==> config.mk <==
export PLATFORM = sky130hd
export DESIGN_NAME = spi_tx_queue
export DESIGN_NICKNAME = d
export VERILOG_FILES = /design/src/rtl/spi_tx_queue_pkg.sv /design/src/rtl/spi_tx_queue_sync_fifo8.sv /design/src/rtl/spi_tx_queue.sv
export SDC_FILE = /design/constraint.sdc
export NUM_CORES = 1
export LEC_CHECK = 0
export ABC_AREA = 0
export BUFFER_PORTS_ARGS = -buffer_cell sky130_fd_sc_hd__buf_2
export CAP_MARGIN = 0
export CORE_MARGIN = 5
export CORE_UTILIZATION = 45
export DETAILED_ROUTE_END_ITERATION = 10
export HOLD_SLACK_MARGIN = 0.08
export PLACE_DENSITY = 0.72
export SYNTH_ARGS = -nofsm -noshare
export SYNTH_HDL_FRONTEND = slang
export SYNTH_SLANG_ARGS = --single-unit
==> constraint.sdc <==
create_clock -name clk -period 3.1 [get_ports clk]
set_input_delay 0 -clock clk [delete_from_list [all_inputs] [get_ports clk]]
set_output_delay 0 -clock clk [all_outputs]
set_load 0.005 [all_outputs]
==> src/rtl/spi_tx_queue_pkg.sv <==
// Shared definitions for the SPI transmit queue: controller state encoding,
// the WAIT_BUSY timeout length and the default queue depth.
package spi_tx_queue_pkg;

  localparam int DEPTH_DEFAULT = 16;

  // Cycles the controller waits in WAIT_BUSY for the master to raise busy.
  localparam int BUSY_TIMEOUT = 8;
  localparam int TMO_W        = $clog2(BUSY_TIMEOUT);

  // The down-counter runs from BUSY_TIMEOUT-1 to 0, one WAIT_BUSY cycle per value.
  localparam logic [TMO_W-1:0] TMO_LOAD = TMO_W'(BUSY_TIMEOUT - 1);

  typedef enum logic [1:0] {
    ST_IDLE      = 2'd0,
    ST_LAUNCH    = 2'd1,
    ST_WAIT_BUSY = 2'd2,
    ST_WAIT_DONE = 2'd3
  } state_t;

endpackage

==> src/rtl/spi_tx_queue_sync_fifo8.sv <==
// sync_fifo8: byte-wide circular FIFO with a sticky overflow flag.
//   i_clk        system clock, rising edge
//   i_reset_n    synchronous active-low reset
//   i_wr_en      push i_wr_data (dropped and flagged when full with no pop)
//   i_wr_data    byte to push
//   i_rd_en      pop the head (ignored when empty)
//   i_flush      empty the FIFO and clear overflow; wins over push and pop
//   o_rd_data    current head byte (valid when o_count != 0)
//   o_full       o_count == DEPTH
//   o_count      number of stored bytes
//   o_overflow   sticky, set when a push is dropped
module sync_fifo8
  import spi_tx_queue_pkg::*;
#(
  parameter int DEPTH = DEPTH_DEFAULT,
  parameter int AW    = $clog2(DEPTH)
) (
  input  logic          i_clk,
  input  logic          i_reset_n,
  input  logic          i_wr_en,
  input  logic [7:0]    i_wr_data,
  input  logic          i_rd_en,
  input  logic          i_flush,
  output logic [7:0]    o_rd_data,
  output logic          o_full,
  output logic [AW:0]   o_count,
  output logic          o_overflow
);

  localparam logic [AW:0] FULL_CNT = (AW+1)'(DEPTH);

  logic [7:0]    r_mem [DEPTH];
  logic [AW-1:0] r_wr_ptr;
  logic [AW-1:0] r_rd_ptr;
  logic [AW:0]   r_count;
  logic          r_overflow;

  logic w_full;
  logic w_pop;
  logic w_push;

  assign w_full = (r_count == FULL_CNT);
  assign w_pop  = i_rd_en && (r_count != '0) && !i_flush;
  // A pop in the same cycle frees the slot, so a push at full is still taken.
  assign w_push = i_wr_en && !i_flush && (!w_full || w_pop);

  always_ff @(posedge i_clk) begin
    if (!i_reset_n) begin
      r_wr_ptr   <= '0;
      r_rd_ptr   <= '0;
      r_count    <= '0;
      r_overflow <= 1'b0;
    end else if (i_flush) begin
      r_wr_ptr   <= '0;
      r_rd_ptr   <= '0;
      r_count    <= '0;
      r_overflow <= 1'b0;
    end else begin
      if (w_push) r_wr_ptr <= r_wr_ptr + 1'b1;
      if (w_pop)  r_rd_ptr <= r_rd_ptr + 1'b1;
      case ({w_push, w_pop})
        2'b10:   r_count <= r_count + 1'b1;
        2'b01:   r_count <= r_count - 1'b1;
        default: r_count <= r_count;
      endcase
      if (i_wr_en && !w_push) r_overflow <= 1'b1;
    end
  end

  always_ff @(posedge i_clk) begin
    if (i_reset_n && w_push) r_mem[r_wr_ptr] <= i_wr_data;
  end

  assign o_rd_data  = r_mem[r_rd_ptr];
  assign o_full     = w_full;
  assign o_count    = r_count;
  assign o_overflow = r_overflow;

endmodule

==> src/rtl/spi_tx_queue.sv <==
// spi_tx_queue: queues bytes for an SPI master, launches one transfer at a
// time and returns the byte received for each completed transfer.
//   clk, reset          system clock; synchronous active-low reset
//   wr_en, wr_data      push a byte to transmit
//   flush               drop all queued bytes and clear overflow
//   full, count         queue status (count excludes the byte in flight)
//   overflow            sticky, set when a push is dropped
//   spi_start           one-cycle start strobe to the master
//   spi_data_in         byte presented to the master, held until next launch
//   spi_busy            master busy flag
//   spi_avail           master received-byte-available flag
//   spi_data_out        byte received by the master
//   rx_data, rx_valid   captured received byte and its one-cycle qualifier
//   done                one-cycle pulse when the last queued transfer completes
//
// state        | meaning
// IDLE         | nothing in flight, waiting for a queued byte
// LAUNCH       | head byte on spi_data_in, spi_start high for this cycle
// WAIT_BUSY    | waiting up to BUSY_TIMEOUT cycles for the master to go busy
// WAIT_DONE    | transfer running, waiting for busy low with avail high
module spi_tx_queue
  import spi_tx_queue_pkg::*;
#(
  parameter int DEPTH = DEPTH_DEFAULT,
  parameter int AW    = $clog2(DEPTH)
) (
  input  logic          clk,
  input  logic          reset,
  input  logic          wr_en,
  input  logic [7:0]    wr_data,
  input  logic          flush,
  output logic          full,
  output logic [AW:0]   count,
  output logic          overflow,
  output logic          spi_start,
  output logic [7:0]    spi_data_in,
  input  logic          spi_busy,
  input  logic          spi_avail,
  input  logic [7:0]    spi_data_out,
  output logic [7:0]    rx_data,
  output logic          rx_valid,
  output logic          done
);

  state_t           r_state;
  logic [TMO_W-1:0] r_tmo;
  logic             r_spi_start;
  logic [7:0]       r_spi_data_in;
  logic [7:0]       r_rx_data;
  logic             r_rx_valid;
  logic             r_done;

  logic [7:0] w_head;
  logic [AW:0] w_count;
  logic       w_complete;
  logic       w_launch;
  logic       w_pop;

  assign w_complete = (r_state == ST_WAIT_DONE) && !spi_busy && spi_avail;
  // A flush in the same cycle empties the queue, so nothing is launched.
  assign w_launch   = (w_count != '0) && !flush;
  // The head is popped on the edge that enters LAUNCH, so spi_start and the
  // popped byte are both registered and visible for the whole LAUNCH cycle.
  assign w_pop      = w_launch && ((r_state == ST_IDLE) || w_complete);

  sync_fifo8 #(
    .DEPTH (DEPTH),
    .AW    (AW)
  ) u_fifo (
    .i_clk      (clk),
    .i_reset_n  (reset),
    .i_wr_en    (wr_en),
    .i_wr_data  (wr_data),
    .i_rd_en    (w_pop),
    .i_flush    (flush),
    .o_rd_data  (w_head),
    .o_full     (full),
    .o_count    (w_count),
    .o_overflow (overflow)
  );

  always_ff @(posedge clk) begin
    if (!reset) begin
      r_state       <= ST_IDLE;
      r_tmo         <= '0;
      r_spi_start   <= 1'b0;
      r_spi_data_in <= 8'h00;
      r_rx_data     <= 8'h00;
      r_rx_valid    <= 1'b0;
      r_done        <= 1'b0;
    end else begin
      r_spi_start <= 1'b0;
      r_rx_valid  <= 1'b0;
      r_done      <= 1'b0;
      case (r_state)
        ST_IDLE: begin
          if (w_launch) begin
            r_state       <= ST_LAUNCH;
            r_spi_start   <= 1'b1;
            r_spi_data_in <= w_head;
          end
        end
        ST_LAUNCH: begin
          r_state <= ST_WAIT_BUSY;
          r_tmo   <= TMO_LOAD;
        end
        ST_WAIT_BUSY: begin
          if (spi_busy) begin
            r_state <= ST_WAIT_DONE;
          end else if (r_tmo == '0) begin
            r_state <= ST_IDLE;
          end else begin
            r_tmo <= r_tmo - 1'b1;
          end
        end
        ST_WAIT_DONE: begin
          if (w_complete) begin
            r_rx_data  <= spi_data_out;
            r_rx_valid <= 1'b1;
            if (w_launch) begin
              r_state       <= ST_LAUNCH;
              r_spi_start   <= 1'b1;
              r_spi_data_in <= w_head;
            end else begin
              r_state <= ST_IDLE;
              r_done  <= 1'b1;
            end
          end
        end
        default: r_state <= ST_IDLE;
      endcase
    end
  end

  assign count       = w_count;
  assign spi_start   = r_spi_start;
  assign spi_data_in = r_spi_data_in;
  assign rx_data     = r_rx_data;
  assign rx_valid    = r_rx_valid;
  assign done        = r_done;

endmodule

==> flow_metrics.env <==
export IMPL_status="completed"
export IMPL_yosys_warnings=0
export IMPL_fp_row_count=44
export IMPL_final_util_pct=55.6
export IMPL_cts_tree="done"
export IMPL_io_pins=48
export IMPL_clockBufferDepth=2
export IMPL_ys_types=42
export IMPL_cts_sinks=170
export IMPL_yosysSeqAreaShare_pct=69.6
export IMPL_cts_made_buffers=17
export IMPL_seq_area_um2=4690
export IMPL_die_width_um=132
export IMPL_path_class="register to register"
export IMPL_layout_min_cycle_time_ns=2.90
export IMPL_vias=3772
export IMPL_rsz0062_at_grt="false"
export IMPL_relSlewSlack_pct=46.6
export IMPL_dieHeight_um=132
export IMPL_place_area_um2=7290
export IMPL_hpwl_mm=8.51
export IMPL_clock_latency_ns=0.42
export IMPL_power_mw=4.96
export IMPL_grt_pass1_vias=4022
export IMPL_endpoint_kind="register"
export IMPL_root_buffer="clkbuf_16"
export IMPL_grt_first_pass_wirelength_mm=21.6
export IMPL_synth_fp_nets=453
export IMPL_max_freq_mhz=344
export IMPL_slowest_stage="nor4_4"
export IMPL_grt_usage_pct=16.0
export IMPL_antenna_found_initial=0
export IMPL_whs_ns=0.124
export IMPL_drc=0
export IMPL_placed_cells=653
export IMPL_finalWirelength_mm=13.3
export IMPL_grt_max_degree=33
export IMPL_gp_congestion=0.764
export IMPL_place_ws_ns=0.171
export IMPL_holdCritPathClass="input port to register"
export IMPL_tns_ns=0
export IMPL_fillers=1115
export IMPL_ant_nets=0
export IMPL_syn_to_final_growth_pct=20.4
export IMPL_power_density_nw_per_um2=611
export IMPL_clkSlewWorstSetupHoldPaths_ns=0.06
export IMPL_startpoint_type="register"
export IMPL_final_net_count=548
export IMPL_tightest_slew_ns=0.799
export IMPL_critPathArrivalTime_ns=3.24
export IMPL_avgSynthCellArea_um2=16.3
export IMPL_critPathRequiredTime_ns=3.44
export IMPL_drv_slew=0
export IMPL_max_cap_viol_count=0
export IMPL_p_leak_nw=2.79
export IMPL_synth_area_um2=6730
export IMPL_synth_area_top_cells="edfxtp_1 57%, dfxtp_1 12%, mux4_2 11%"
export IMPL_dieArea_um2=17500
export IMPL_io_buffers=47
export IMPL_worstPathCellList="nor4_4 > a41oi_1 > inv_1 > ha_2 > inv_1 > fa_1 > nor2b_1 > o21ai_0 > nor4b_2 > or3_1 > a21oi_1"
export IMPL_fin_worst_skew_ns=0.0119
export IMPL_drive_above_1_share_pct=26.8
export IMPL_cp_common_cell="inv_1"
export IMPL_post_synth_top_area_cell="edfxtp_1"
export IMPL_worstPathMaxFanout=5
export IMPL_irDropWorstVdd_v=0.000344
export IMPL_finalNonFillerCells=706
export IMPL_synth_cells=414
export IMPL_cts_max_level=4
export IMPL_wl_per_cell_um=18.8
export IMPL_grt_ovfl_total=0
export IMPL_avgViaCountPerCell=5.34
export IMPL_dr_pass1_iters=5
export IMPL_ys_ff_latch=170
export IMPL_setup_viol=0
export IMPL_initial_core_util_pct=46.1
export IMPL_final_area_um2=8110
export IMPL_timing_final_ws_setup_ns=0.196
export IMPL_core_area_um2=14600
export IMPL_period_share_pct=93.7
export IMPL_hold_viol_final=0
export IMPL_cp_slowest_stage_delay_ns=0.44
export IMPL_drt_iter0_drc=260
export IMPL_multi_input_area_um2=1920
export IMPL_antennaDiodeCount=0
export IMPL_synth_top_area_share_pct=57.1
cell usage after synthesis, drive strengths merged:
master    n
inv      18
nand3     5
nor2b     2
nor4b     1
nor3      6
mux2i    16
ha       16
nor2     34
and2b     1
fa        1
or3       2
a221oi    1
nor3b     1
clkbuf    4
a221o     1
nand4     2
buf       9
nand2b    3
a41oi     1
xor2      6
edfxtp  128
mux4     32
a211oi    5
xnor2     2
o31ai     2
nand2    35
a21oi    18
o21a      1
o221ai    8
a21o      1
dfxtp    42
nor4      1
nand3b    3
o32ai     1
clkinv    1
o21ai     4
cells by family (layout without fill, tap and decap cells):
kind of cell | after synthesis | after routing | share of synthesized area, %
XOR/XNOR | 8 | 8 | 1.04
adder cells (fa/ha/maj) | 17 | 17 | 3.27
flip-flops | 170 | 170 | 69.6
AO/OA/AOI/OAI | 43 | 43 | 4.48
multiplexers | 48 | 48 | 13.1
buffers and inverters | 32 | 140 | 2.01
AND/OR/NAND/NOR | 96 | 96 | 6.54
final timing paths:
path / startpoint / to / slack [ns] / cells past startpoint
hold / removal: spi_busy / r_tmo[2] / 0.12 / 3
setup reg to reg: u_fifo.o_count[3] / u_fifo.o_count[4] / 0.20 / 11
hold reg to reg: rx_data[6] / rx_data[6] / 0.45 / 2
setup / recovery: u_fifo.o_count[3] / u_fifo.o_count[4] / 0.20 / 11
worst max-delay path, delay by kind of cell, from the launching register on:
kind / cells / cell delay [ns]
AND/OR/NAND/NOR: 4 / 1.07
AO/OA/AOI/OAI: 3 / 0.50
buffers and inverters: 2 / 0.25
adder cells (fa/ha/maj): 2 / 0.64
flip-flops: 1 / 0.37
registers in the layout (all words and copies together), names as in the netlist, named ones only:
name               cells
rx_valid               1
u_fifo.r_rd_ptr        4
spi_data_in            8
r_state                2
r_tmo                  3
u_fifo.r_mem         128
u_fifo.o_count         5
rx_data                8
u_fifo.o_overflow      1
done                   1
spi_start              1
u_fifo.r_wr_ptr        4
layout by cell type, fill, tap and decap left out, drive strengths merged, types with 3 or more instances in the layout:
cell         instances
a211oi               5
a21oi               18
buf                 68
clkbuf              21
clkinv               4
dfxtp               42
dlygate4sd3         21
edfxtp             128
ha                  16
inv                 24
mux2i               16
mux4                32
nand2               35
nand2b               3
nand3                5
nand3b               3
nor2                34
nor3                 6
o21ai                4
o221ai               8
xor2                 6
final cells by class:
cell class / count / share of cell area [%]
sequential: 170 / 57.8
multi-input combinational: 212 / 23.7
timing repair buffer: 89 / 7.44
clock buffer: 21 / 5.68
tap: 184 / 2.84
clock inverter: 11 / 1.65
inverter: 19 / 0.880
timing repair:
item / in CTS / in global routing
resized for setup: 0 / 3
setup endpoints to repair: 0 / 1
endpoints found under the hold margin: 144 / 0
hold buffers: 21 / 0
buffers inserted: 0 / 0
where the power goes:
part	total [mW]	switching (mW)	internal, mW
logic	0.332	0.191	0.141
registers	2.51	0.0277	2.48
clock network	2.11	0.866	1.25
metal layers:
metal | GRT usage [%] | wire length, µm | part of all wire (%) | up-vias
met3 | 5.08 | 899 | 6.8 | 10
met4 | 3.90 | 119 | 0.90 | 0
met1 | 20.9 | 5560 | 42 | 1853
li1 | - | - | - | 1782
met5 | 0 | 0 | 0 | -
met2 | 26.4 | 6690 | 50 | 127
Power figures use the tool's default switching activity.
